File: src/rtl/apb_rr_master_arbiter.sv
// APB master front-end sharing one slave port between NUM_REQ requesters.
// Round-robin grant, SETUP/ACCESS sequencing, and timeout abort of stalled transfers.
module apb_rr_master_arbiter #(
  parameter int NUM_REQ = 2,
  parameter int TIMEOUT = 255,
  parameter int IDX_W   = 1
) (
  input  logic                   PCLK,
  input  logic                   PRESETn,
  input  logic [NUM_REQ-1:0]     req,
  input  logic [NUM_REQ-1:0]     req_write,
  input  logic [32*NUM_REQ-1:0]  req_addr,
  input  logic [32*NUM_REQ-1:0]  req_wdata,
  input  logic [4*NUM_REQ-1:0]   req_strb,
  output logic [NUM_REQ-1:0]     done,
  output logic                   err,
  output logic [31:0]            rdata,
  output logic                   busy,
  output logic [IDX_W-1:0]       grant_idx,
  output logic [31:0]            PADDR,
  output logic [31:0]            PWDATA,
  output logic                   PWRITE,
  output logic [3:0]             PSTRB,
  output logic                   PSELx,
  output logic                   PENABLE,
  input  logic                   PREADY,
  input  logic [31:0]            PRDATA
);

  localparam int CNT_W = (TIMEOUT < 2) ? 1 : $clog2(TIMEOUT + 1);

  typedef enum logic [1:0] {IDLE, SETUP, ACCESS} state_t;

  state_t             state;
  logic [IDX_W-1:0]   ptr;
  logic [CNT_W-1:0]   cnt;
  logic [NUM_REQ-1:0] cand;
  logic               pick_found;
  logic [IDX_W-1:0]   pick_idx;
  logic               timeout_hit;
  logic               finish;
  logic               do_grant;

  // The completing requester is excluded so a held req cannot win twice in a row.
  always_comb begin
    cand = req;
    if (state == ACCESS) cand = req & ~(NUM_REQ'(1) << grant_idx);
  end

  always_comb begin
    pick_found = 1'b0;
    pick_idx   = '0;
    for (int k = 0; k < NUM_REQ; k++) begin
      if (!pick_found && cand[(int'(ptr) + k) % NUM_REQ]) begin
        pick_found = 1'b1;
        pick_idx   = IDX_W'((int'(ptr) + k) % NUM_REQ);
      end
    end
  end

  assign timeout_hit = (TIMEOUT != 0) && ((32'(cnt) + 32'd1) >= 32'(TIMEOUT));
  assign finish      = (state == ACCESS) && (PREADY || timeout_hit);
  assign do_grant    = pick_found && ((state == IDLE) || finish);
  assign busy        = (state != IDLE);

  always_ff @(posedge PCLK or negedge PRESETn) begin
    if (!PRESETn) begin
      state     <= IDLE;
      ptr       <= '0;
      cnt       <= '0;
      done      <= '0;
      err       <= 1'b0;
      rdata     <= '0;
      grant_idx <= '0;
      PADDR     <= '0;
      PWDATA    <= '0;
      PWRITE    <= 1'b0;
      PSTRB     <= '0;
      PSELx     <= 1'b0;
      PENABLE   <= 1'b0;
    end else begin
      done  <= '0;
      err   <= 1'b0;
      rdata <= '0;
      case (state)
        SETUP: begin
          PENABLE <= 1'b1;
          cnt     <= '0;
          state   <= ACCESS;
        end
        ACCESS: begin
          if (finish) begin
            done    <= NUM_REQ'(1) << grant_idx;
            err     <= !PREADY;
            rdata   <= (PREADY && !PWRITE) ? PRDATA : 32'h0;
            PSELx   <= 1'b0;
            PENABLE <= 1'b0;
            state   <= IDLE;
          end else begin
            cnt <= cnt + 1'b1;
          end
        end
        default: ;
      endcase
      // A grant overrides the IDLE return above for back-to-back transfers.
      if (do_grant) begin
        grant_idx <= pick_idx;
        ptr       <= (int'(pick_idx) == NUM_REQ - 1) ? '0 : pick_idx + 1'b1;
        PADDR     <= req_addr[int'(pick_idx)*32 +: 32];
        PWDATA    <= req_wdata[int'(pick_idx)*32 +: 32];
        PWRITE    <= req_write[pick_idx];
        PSTRB     <= req_write[pick_idx] ? req_strb[int'(pick_idx)*4 +: 4] : 4'h0;
        PSELx     <= 1'b1;
        PENABLE   <= 1'b0;
        state     <= SETUP;
      end
    end
  end

endmodule

File: config.mk
export PLATFORM = sky130hd
export DESIGN_NAME = apb_rr_master_arbiter
export DESIGN_NICKNAME = d
export VERILOG_FILES = /design/src/rtl/apb_rr_master_arbiter.sv
export SDC_FILE = /design/constraint.sdc
export NUM_CORES = 1
export LEC_CHECK = 0
export CAP_MARGIN = 20
export CORE_ASPECT_RATIO = 1.4
export CORE_MARGIN = 2
export CORE_UTILIZATION = 36
export DETAILED_ROUTE_END_ITERATION = 7
export PLACE_DENSITY = 0.77
export REMOVE_ABC_BUFFERS = 1
export SYNTH_ARGS = -nofsm -noshare
export SYNTH_HDL_FRONTEND = slang
export SYNTH_SLANG_ARGS = --single-unit
File: constraint.sdc
create_clock -name PCLK -period 2.6 [get_ports PCLK]
set_clock_uncertainty 0.1 [all_clocks]
set_input_delay 0.39 -clock PCLK [delete_from_list [all_inputs] [get_ports PCLK]]
set_output_delay 0.39 -clock PCLK [all_outputs]
set_load 0.03 [all_outputs]
==> run metrics, run 1 <==
CTS sink cnt=117; placed instance area=0.00849 mm^2; top_reg_cell synth=dfrtp_1; multiplexer area fraction after synthesis=28.6%; Layout Utilization=62.5%; Longest Clk Path Bufs=2; insertion delay to the later sink of the worst-skew pair=0.40 ns; Global Route Usage Sum=20.6%; HPWL Detailed=12600 um; Finished Cell Area=0.00907 mm^2; RSZ-0062 raised after global routing=true; CP arrival=2.67 ns; Initial Utilization=36.9%; TNS Setup=0 ns; Flop pwr share=28.7%; Worst Tran Pin Value=0.695 ns; sw frac=37.8%; Switching Power=3860 uW; status=finished, final reports clean; DR vias=4404; Non-Filler Instances=898; number of global-route vias before repair=4850; global-route wire length before repair=25200 um; worst-path maximum fanout=45; fmax=0.400 GHz; Placer Congestion=0.944; Core Area=0.0145 mm^2; initial antenna violation count=0; largest family of logic cells by synthesized area=multiplexers; setup bufs post-CTS=0; share of cells above drive strength 1=25.4%; Compound-Gate Fraction of Synth Area=4.79%; Post-synth EDFFs=0; GRT overflow=0; yosys warns=0; Via density=4.90; setup violators final=0; Seq/Total Area, Yosys=54.7%; Max Cap Viol=0; combinational fraction of design power=50.7%; die area=0.0159 mm^2; Internal=6350 uW; WL/cell=18.0 um; synth-to-layout area growth=69.4%; Final ANT Viol Nets=0; Rel. slew slack=53.6%; Die Ht=148 um; placed insts=867; clk slew on worst S/H paths=0.05 ns; commonest cells after routing, fill and taps aside=clkdlybuf4s50_1 (281), mux2_2 (127), dfrtp_1 (117); Cell Area, Synth=0.00535 mm^2; # rows=52; commonest non-fill, non-tap cell in the layout=clkdlybuf4s50_1; Hold Path Class=flop to flop; die span in x=107 um; Power per Cell Area=1130 mW/mm^2; Slew Limit Fails=0; Synth async-reset ratio=100%; Port-buffer cells=282; Root Driver=clkbuf_16; static leakage=0.00377 uW; largest net degree at the start of global routing=54; area share of fa/ha/maj cells after synthesis=0.468%; Cells after Synth=404; final hold viol count=0; CTS tree=yes; maximum VDD drop=0.685 mV; DRT iter0 DRCs=120; final net count=875; count of cell types in the netlist=45; Post-Synth XOR/XNOR Area=0.164%; number of synthesized register bits=117; Total Power=10200 uW; CP required=2.77 ns; Post-Route WL=16200 um; Ports=283; Remaining DRCs=0; critical path type=flop to flop; crit path time final=2.50 ns; Antenna Cells=0; critical path launch point type=flop; clock network power share=20.7%; final period utilization=96.2%; syn_area_per_cell=13.2 um^2; H-tree levels=4; TritonCTS buffer count=17; CP endpoint kind=flop; 1st-pass router iterations=4; Synth Area in Simple Gates=8.72%
[flip-flops by register name, summed over array words and instances (netlist names)]
register / cells
ptr: 1
PWDATA: 32
PWRITE: 1
PADDR: 32
PENABLE: 1
PSELx: 1
done: 2
cnt: 8
PSTRB: 4
rdata: 32
grant_idx: 1
err: 1
state: 1
[Yosys cell counts (4+ instances only)]
master | count | share of area (%)
and2_1 | 33 | 3.9
buf_2 | 5 | 0.47
clkbuf_1 | 13 | 0.91
dfrtp_1 | 117 | 55
inv_1 | 8 | 0.56
mux2_1 | 8 | 1.7
mux2_2 | 127 | 27
nand2_1 | 12 | 0.84
nand3_1 | 8 | 0.75
nor2_1 | 4 | 0.28
nor3_1 | 9 | 0.84
o21ai_0 | 11 | 1.0
o311ai_0 | 4 | 0.65
[power by group through the flow]
| stage | sequential (uW) | combinational, uW | clock, uW |
|---|---|---|---|
| floorplan | 4210 | 1700 | 0 |
| CTS | 2930 | 5220 | 2160 |
| finish | 2930 | 5170 | 2110 |
| detailed placement | 2950 | 5200 | 0 |
| global route | 3020 | 5440 | 2270 |
| global placement | 2920 | 5090 | 0 |
[path summary, 6_finish.rpt]
path                                      start                endpoint  slack [ns]  depth (start not counted)
min in group asynchronous               PRESETn      rdata[4]$_DFF_PN0_        0.49                          2
min                        PADDR[4]$_DFFE_PN0P_    PADDR[4]$_DFFE_PN0P_        0.39                          1
max                          cnt[1]$_DFFE_PN0P_  PWDATA[15]$_DFFE_PN0P_         0.1                          7
max in group asynchronous               PRESETn   PADDR[22]$_DFFE_PN0P_        1.27                          3
min reg2reg                PADDR[4]$_DFFE_PN0P_    PADDR[4]$_DFFE_PN0P_        0.39                          1
max reg2reg                  cnt[1]$_DFFE_PN0P_  PWDATA[15]$_DFFE_PN0P_         0.1                          7
[what timing repair did]
action | 4_1_cts | 5_1_grt
endpoints found under the setup margin | 10 | 64
hold endpoints to repair | 51 | 0
gates resized for setup | 1 | 5
hold buffers | 1 | 0
pin swaps | 0 | 1
[critical path: stages (launching register included)]
cell and delay, ns:
dfrtp_1 0.43, ha_2 0.29, nand3_2 0.13, o21a_1 0.24, o2111a_2 0.29, o21ai_4 0.22
buf_12 0.27, mux2_2 0.38
[per-layer routing]
layer,track usage [%],up-vias,share of wire (%)
li1,-,2036,-
met1,22.2,2169,36
met2,37.9,161,57
met3,5.26,38,4.2
met4,8.64,0,3.0
met5,0,-,0
[through the flow]
step	hold slack (ns)	worst slack, ns
final	0.389	0.0993
after global placement	0.375	0.0611
after global routing	0.410	-0.00761
after floorplan	-0.00559	-4.70
after detailed placement	0.382	-0.00283
after CTS	0.394	0.00612
[layout make-up]
type	instances	area [um^2]
Fill cell	1140	5440
Timing Repair Buffer	297	3000
Sequential cell	117	2930
Multi-Input combinational cell	257	2330
Clock buffer	21	460
Tap cell	189	236
Clock inverter	9	81.3
Inverter	8	30.0
[cells by family after synthesis]
logic type,after synthesis
adders and majority gates,2
AOI/OAI and AO/OA,35
muxes,136
DFF,117
buffers and inverters,30
xor gates and xnor gates,1
and+or+nand+nor,83
Note: power is estimated with default switching activity, not from simulation.
==> run 2: changes to the inputs <==
Settings changed: CTS_CLUSTER_SIZE from default to 14.
==> results of run 2 <==
Final layout, timing and power as in run 1 (identical DEF).
==> run 3: changes to the inputs <==
Settings changed: CAP_MARGIN 20 to 0.
==> results of run 3 <==
Final layout, timing and power as in run 1 (identical DEF).
